<file path="src/rtl/logarithmic_converter_pipe.sv">
// Two-stage elastic Mitchell linear-to-log converter producing {K, frac} words.
// Stage 1 finds the leading-one position; stage 2 left-aligns the mantissa bits below it.
module logarithmic_converter_pipe #(
  parameter int DataIN_width     = 16,
  parameter int truncation_width = 6,
  parameter int bw_lg            = $clog2(DataIN_width)
) (
  input  logic                                 clk,
  input  logic                                 rst_n,
  input  logic                                 in_valid,
  output logic                                 in_ready,
  input  logic [DataIN_width-1:0]              in_data,
  output logic                                 out_valid,
  input  logic                                 out_ready,
  output logic [bw_lg+truncation_width+1:0]    out_log,
  output logic                                 out_zero
);

  localparam int KW = bw_lg + 1;
  localparam int FW = truncation_width + 1;
  localparam int XW = DataIN_width + FW;

  logic                    s1_valid;
  logic [DataIN_width-1:0] s1_data;
  logic [KW-1:0]           s1_k;
  logic                    s1_zero;
  logic                    s2_advance;

  logic [KW-1:0]           lod_k;
  logic [KW-1:0]           shamt;
  logic [XW-1:0]           aligned;
  logic [FW-1:0]           frac;

  assign s2_advance = !out_valid || out_ready;
  assign in_ready   = !s1_valid || s2_advance;

  // Priority leading-one detector: the highest set bit wins.
  always_comb begin
    lod_k = '0;
    for (int unsigned i = 0; i < DataIN_width; i++) begin
      if (in_data[i]) lod_k = KW'(i);
    end
  end

  // Shifting {data, zero pad} left by W-K pushes the leading one out of the top and
  // leaves data[K-1:0] left-aligned; the top FW bits are the floor-truncated fraction.
  always_comb begin
    shamt   = KW'(DataIN_width) - s1_k;
    aligned = {s1_data, {FW{1'b0}}} << shamt;
    frac    = FW'(aligned >> DataIN_width);
  end

  always_ff @(posedge clk or negedge rst_n) begin
    if (!rst_n) begin
      s1_valid <= 1'b0;
      s1_data  <= '0;
      s1_k     <= '0;
      s1_zero  <= 1'b0;
    end else if (in_ready) begin
      s1_valid <= in_valid;
      if (in_valid) begin
        s1_data <= in_data;
        s1_k    <= lod_k;
        s1_zero <= (in_data == '0);
      end
    end
  end

  always_ff @(posedge clk or negedge rst_n) begin
    if (!rst_n) begin
      out_valid <= 1'b0;
      out_log   <= '0;
      out_zero  <= 1'b0;
    end else if (s2_advance) begin
      out_valid <= s1_valid;
      if (s1_valid) begin
        out_zero <= s1_zero;
        out_log  <= s1_zero ? '0 : {s1_k, frac};
      end
    end
  end

endmodule

</file>
<file path="config.mk">
export PLATFORM = sky130hd
export DESIGN_NAME = logarithmic_converter_pipe
export DESIGN_NICKNAME = d
export VERILOG_FILES = /design/src/rtl/logarithmic_converter_pipe.sv
export SDC_FILE = /design/constraint.sdc
export NUM_CORES = 1
export LEC_CHECK = 0
export CORE_ASPECT_RATIO = 0.9
export CORE_MARGIN = 8
export CORE_UTILIZATION = 45
export DETAILED_ROUTE_END_ITERATION = 10
export DONT_BUFFER_PORTS = 1
export GPL_TIMING_DRIVEN = 0
export HOLD_SLACK_MARGIN = 0.12
export PLACE_DENSITY_LB_ADDON = 0.15
export SLEW_MARGIN = 20
export SYNTH_ARGS = -nofsm -noshare
export SYNTH_HDL_FRONTEND = slang
export SYNTH_SLANG_ARGS = --single-unit
</file>
<file path="constraint.sdc">
create_clock -name clk -period 6.8 [get_ports clk]
set_clock_uncertainty 0.2 [all_clocks]
set_input_delay 0.34 -clock clk [delete_from_list [all_inputs] [get_ports clk]]
set_output_delay 0.34 -clock clk [all_outputs]
set_load 0.05 [all_outputs]
</file>
==> results of run 1 <==
==> layout by cell type, fill, tap and decap left out, drive strengths merged, types with 5 or more instances in the layout <==
| cell type | count |
|---|---|
| nor2b | 5 |
| dlygate4sd3 | 19 |
| mux2i | 15 |
| clkbuf | 8 |
| nand2b | 8 |
| buf | 13 |
| a21oi | 5 |
| mux2 | 19 |
| o21ai | 13 |
| nand2 | 28 |
| dfrtp | 35 |
| nor2 | 15 |
| a211oi | 8 |
==> timing repair <==
action | CTS | global route
hold endpoints to repair | 56 | 0
hold buffers | 20 | 0
gates resized for setup | 0 | 0
==> per-layer routing <==
metal / up-vias / wire, µm / track usage (%) / share of wire (%)
met3: 7 / 354 / 4.43 / 6.7
met1: 806 / 2550 / 19.1 / 48
li1: 858 / - / - / -
met4: 0 / 53 / 5.06 / 1.0
met2: 48 / 2300 / 24.4 / 44
met5: - / 0 / 0 / 0
==> per-stage QoR <==
| step | util (%) | power (µW) | instance area, µm² | hold slack, ns |
|---|---|---|---|---|
| floorplan | - | 520 | 2200 | -0.156 |
| global placement | 47.9 | 564 | 2290 | -0.154 |
| finish | 55.1 | 803 | 2630 | 0.140 |
| CTS | 55.1 | 809 | 2630 | 0.125 |
| global route | 55.1 | 850 | 2630 | 0.178 |
| detailed placement | 47.9 | 566 | 2290 | -0.155 |
==> power breakdown <==
part,internal [µW],switching [µW],total (µW)
Clock,146,80.4,227
Sequential,244,108,353
Combinational,108,116,224
Total,499,304,803
==> logic make-up after synthesis <==
family / after synthesis / synth area share, %
flip-flops: 35 / 39.7
multiplexers: 36 / 19.2
other: 1 / 0.170
adder cells (fa/ha/maj): 1 / 0.567
AND/OR/NAND/NOR: 74 / 16.9
AO/OA/AOI/OAI: 50 / 16.1
buffers and inverters: 20 / 5.39
XOR/XNOR: 3 / 1.87
==> registers in the layout (all words and copies together) (netlist names) <==
signal     cells
out_valid      1
out_zero       1
s1_valid       1
out_log       11
s1_k           4
s1_data       16
s1_zero        1
==> cell type report <==
type	instances	area share (%)
Inverter	5	0.713
Timing Repair Buffer	20	7.98
Tap cell	65	3.09
Buffer	15	3.80
Clock buffer	5	2.61
Sequential cell	35	33.3
Multi-Input combinational cell	165	46.0
Clock inverter	3	2.57
==> worst paths after layout <==
kind	from	endpoint	cells past startpoint
min	in_data[14]	s1_k[0]	3
min in group asynchronous	rst_n	out_log[4]	2
max in group asynchronous	rst_n	s1_data[15]	2
max	s1_k[0]	out_log[4]	10
min reg2reg	s1_data[15]	s1_data[15]	1
max reg2reg	s1_k[0]	out_log[4]	10
==> worst max-delay path, cell delays in order (launching register included) <==
cell and delay [ns]:
dfrtp_1 0.34, buf_6 0.15, clkinv_1 0.26, ha_1 0.47
buf_6 0.19, buf_6 0.16, mux2i_1 0.31, mux2i_1 0.14
nand2_1 0.08, o311ai_0 0.16, a32o_1 0.31
==> results.tsv, run 1 <==
stage	metric	value	unit
worst_hold_path	hold_path_class	input pin to flip-flop	
floorplanning	fp.dieH	82.4	µm
layout	fin_cells	313	
power	leakage	0.00110	µW
worst_setup_path	crit_arrival	2.85	ns
synthesis	syn_inst	220	
worst_setup_path	critPathMaxFanout	10	
sta	fin_setup_tns	0	ns
sta	relSlewSlack	59.3	%
synthesis	yosys.cell_count.top_type	dfrtp_1	
synthesis	ys_types	51	
clock_tree	numCtsBuffers	5	
clock_tree	h-tree-depth	2	
detailed_routing	avgViaCountPerCell	5.49	
synthesis	seq_area_frac_synth	39.7	%
synthesis	yosys_warnings	0	
worst_setup_path	start_kind	flip-flop	
floorplanning	rows	24	
layout	multi_input_area	1210	µm²
global_routing	grt_pass1_wl	8990	µm
job	cap_violations	0	
synthesis	yosys-top-cells-area	dfrtp_1 40%, mux2_2 8.7%, mux2i_1 6.8%	
detailed_routing	drtAntennaViolNets	0	
layout	drive_above_1_share	18.5	%
worst_setup_path	timing.reg2reg.setup_slack	3.93	ns
sta	tightest_slew	0.609	ns
synthesis	syn_area	2200	µm²
run_status	outcome	finished, final reports clean	
clock_tree	clkSlewWorstSetupHoldPaths	0.08	ns
sta	min_period	2.87	ns
worst_setup_path	critical_path_class	flip-flop to flip-flop	
sta	setup_viol	0	
synthesis	synthFlopType	dfrtp_1	
global_routing	grt_usage	15.1	%
clock_tree	clock-sinks	35	
global_routing	grt_overflow	0	
floorplanning	coreArea	4770	µm²
floorplanning	pin_count	35	
placement	place_inst	285	
synthesis	ys_ff_latch	35	
clock_tree	postCtsSetupRepairBufs	0	
layout	fillers	446	
sta	fin_ws	3.93	ns
layout	areaGrowthSynthToFinish	19.4	%
layout	seqCellArea	876	µm²
sta	grt_setup_unrepaired	no	
layout	nNetsFinal	268	
detailed_routing	drc_errors	0	
layout	diodes	0	
sta	clock.fmax	0.349	GHz
placement	pre_cts_slack	3.94	ns
clock_tree	cts_tree	done	
synthesis	synth_top_cell_by_area	dfrtp_1	
synthesis	synth_common_cells	35 x dfrtp_1, 28 x nand2_1, 17 x mux2_2	
synthesis	synth_edf_count	0	
global_routing	grt_pass1_vias	1725	
power	ir_worst_vdd	0.000142	V
detailed_routing	dr.pass1.iters	5	
global_routing	antenna_found_initial	0	
sta	finalHoldViolCount	0	
clock_tree	cts-root-buf	clkbuf_8	
synthesis	synth_top_area_share	39.7	%
sta	slew_viol_final	0	
detailed_routing	wl_per_cell	16.8	µm
detailed_routing	drtIter0Drc	100	
worst_setup_path	cp.required	6.78	ns
detailed_routing	via_count	1719	
synthesis	syn-num-nets	241	
worst_setup_path	cp-end-kind	flip-flop	
floorplanning	dieArea	7400	µm²
power	pwr_density_cell	305	nW/µm²
floorplanning	initial_core_util	46.2	%
placement	gp_congestion	0.803	
detailed_routing	wirelength	5250	µm
clock_tree	clockBufferDepth	2	
clock_tree	clock_latency	0.29	ns
placement	io_buffers	0	
floorplanning	fp.dieW	89.8	µm
global_routing	grt_max_degree	36	
sta	period_share	42.2	%
synthesis	syn_area_per_cell	10.0	µm²
placement	hpwl	3930	µm
synthesis	postSynth.asyncResetShare	100	%
Note: power is estimated with default switching activity, not from simulation.
==> run 2, diff against run 1 <==
==> constraint.sdc (replaced) <==
create_clock -name clk -period 3 [get_ports clk]
set_clock_uncertainty 0.2 [all_clocks]
set_input_delay 0.15 -clock clk [delete_from_list [all_inputs] [get_ports clk]]
set_output_delay 0.15 -clock clk [all_outputs]
set_load 0.05 [all_outputs]
==> results.tsv, run 2 (synthesis results as in run 1) <==
stage	metric	value	unit
run_status	outcome	finished, final reports clean	
sta	clock.fmax	0.352	GHz
floorplanning	fp.dieW	89.8	µm
sta	min_period	2.84	ns
worst_setup_path	cp.required	2.97	ns
placement	io_buffers	0	
detailed_routing	wirelength	5220	µm
detailed_routing	dr.max_layer_used	met4	
global_routing	grt_usage	15.0	%
detailed_routing	via_count	1711	
power	leakage	0.00110	µW
layout	diodes	0	
clock_tree	numCtsBuffers	5	
layout	areaGrowthSynthToFinish	20.0	%
sta	finalHoldViolCount	0	
placement	gp_congestion	0.803	
layout	nNetsFinal	268	
global_routing	grt_pass1_vias	1715	
clock_tree	clock_latency	0.29	ns
worst_setup_path	critPathLaunch	out_valid	
detailed_routing	drtAntennaViolNets	0	
floorplanning	initial_core_util	46.2	%
worst_setup_path	critPathCapture	s1_k[3]	
sta	slew_viol_final	0	
detailed_routing	dr_wl_met2	2310	µm
detailed_routing	drc_errors	0	
clock_tree	cts_tree	done	
layout	largestRegisters	s1_data (16), out_log (11), s1_k (4)	
floorplanning	rows	24	
power	power	1830	µW
layout	drive_above_1_share	19.0	%
placement	hpwl	3930	µm
worst_setup_path	r2r_start	out_valid	
floorplanning	dieArea	7400	µm²
worst_setup_path	critPathMaxFanout	10	
worst_setup_path	crit_arrival	2.81	ns
worst_hold_path	hold_path_class	input pin to async pin	
worst_setup_path	start_kind	flip-flop	
worst_setup_path	cp-end-kind	flip-flop	
clock_tree	clkSlewWorstSetupHoldPaths	0.08	ns
layout	final_cell_mix	35 x dfrtp_1, 28 x nand2_1, 19 x dlygate4sd3_1	
floorplanning	fp.dieH	82.4	µm
sta	setup_viol	0	
worst_setup_path	critical_path_class	flip-flop to flip-flop	
sta	fin_setup_tns	0	ns
sta	period_share	94.6	%
layout	largest_reg_flops	16	
power	pwr_density_cell	691	nW/µm²
global_routing	grt_pass1_wl	8910	µm
job	cap_violations	0	
detailed_routing	wl_met1	2550	µm
layout	final_common_cell	dfrtp_1	
sta	grt_setup_unrepaired	no	
layout	fillers	446	
clock_tree	cts-root-buf	clkbuf_8	
clock_tree	clock-sinks	35	
global_routing	grt_max_degree	36	
clock_tree	clockBufferDepth	2	
detailed_routing	dr.pass1.iters	6	
sta	tightest_slew	0.609	ns
sta	relSlewSlack	59.3	%
clock_tree	h-tree-depth	2	
detailed_routing	wl_met3	302	µm
worst_setup_path	rr_endpoint	s1_k[3]	
detailed_routing	wl_per_cell	16.7	µm
floorplanning	pin_count	35	
floorplanning	coreArea	4770	µm²
power	ir_worst_vdd	0.000330	V
global_routing	grt_overflow	0	
detailed_routing	avgViaCountPerCell	5.47	
worst_setup_path	timing.reg2reg.setup_slack	0.16	ns
clock_tree	postCtsSetupRepairBufs	0	
detailed_routing	drtIter0Drc	104	
global_routing	antenna_found_initial	0	
worst_setup_path	r2r_cells	4	
layout	largest-register	s1_data	
==> run 2: worst max-delay path, stage by stage, from the launching register on <==
cell	delay [ns]
dfrtp_1	0.66
nand3b_1	0.58
nand2_1	0.57
buf_2	0.34
mux2_2	0.37
==> run 2: repair_timing <==
action	in CTS	in global routing
hold endpoints to repair	59	0
endpoints found under the setup margin	0	1
hold buffers	20	0
gates resized for setup	0	1
==> run 2: layout make-up <==
cell class              instances  area [µm²]  share of cell area (%)
clock buffers                   5        68.8                    2.60
plain buffers                  15         100                    3.78
well taps                      65        81.3                    3.07
multi-input cells             165        1220                    46.2
inverters                       5        18.8                   0.710
flip-flops and latches         35         876                    33.1
repair buffers                 20         210                    7.95
clock inverters                 3        67.6                    2.55
==> run 2: how the worst min path moves through the flow <==
stage,to,slack [ns],depth (start not counted)
6_report,out_log[4],0.10,2
5_1_grt,out_log[4],0.13,2
4_1_cts,out_log[5],0.12,2
3_5_place_dp,out_zero,-0.34,0
3_3_place_gp,out_zero,-0.34,0
2_1_floorplan,out_log[0],-0.35,0
==> run 2: stage by stage <==
stage | instance area, µm² | setup slack [ns] | util (%) | hold WS [ns] | cells
after floorplan | 2200 | 0.465 | - | -0.346 | 220
after global placement | 2290 | 0.129 | 47.9 | -0.344 | 285
after detailed placement | 2290 | 0.145 | 47.9 | -0.345 | 285
after CTS | 2630 | 0.127 | 55.1 | 0.121 | 313
after global routing | 2650 | 0.0382 | 55.4 | 0.132 | 313
final | 2650 | 0.163 | 55.4 | 0.103 | 313
==> run 2: where the power goes <==
| group | switching, µW | total (µW) | internal [µW] |
|---|---|---|---|
| clock network | 182 | 513 | 332 |
| logic | 266 | 516 | 250 |
| registers | 245 | 799 | 554 |
| total | 693 | 1830 | 1140 |
==> run 2: layer usage <==
metal / up-vias / global-route usage (%)
li1: 857 / -
met1: 803 / 18.9
met2: 42 / 24.4
met3: 9 / 4.34
met4: 0 / 5.06
met5: - / 0
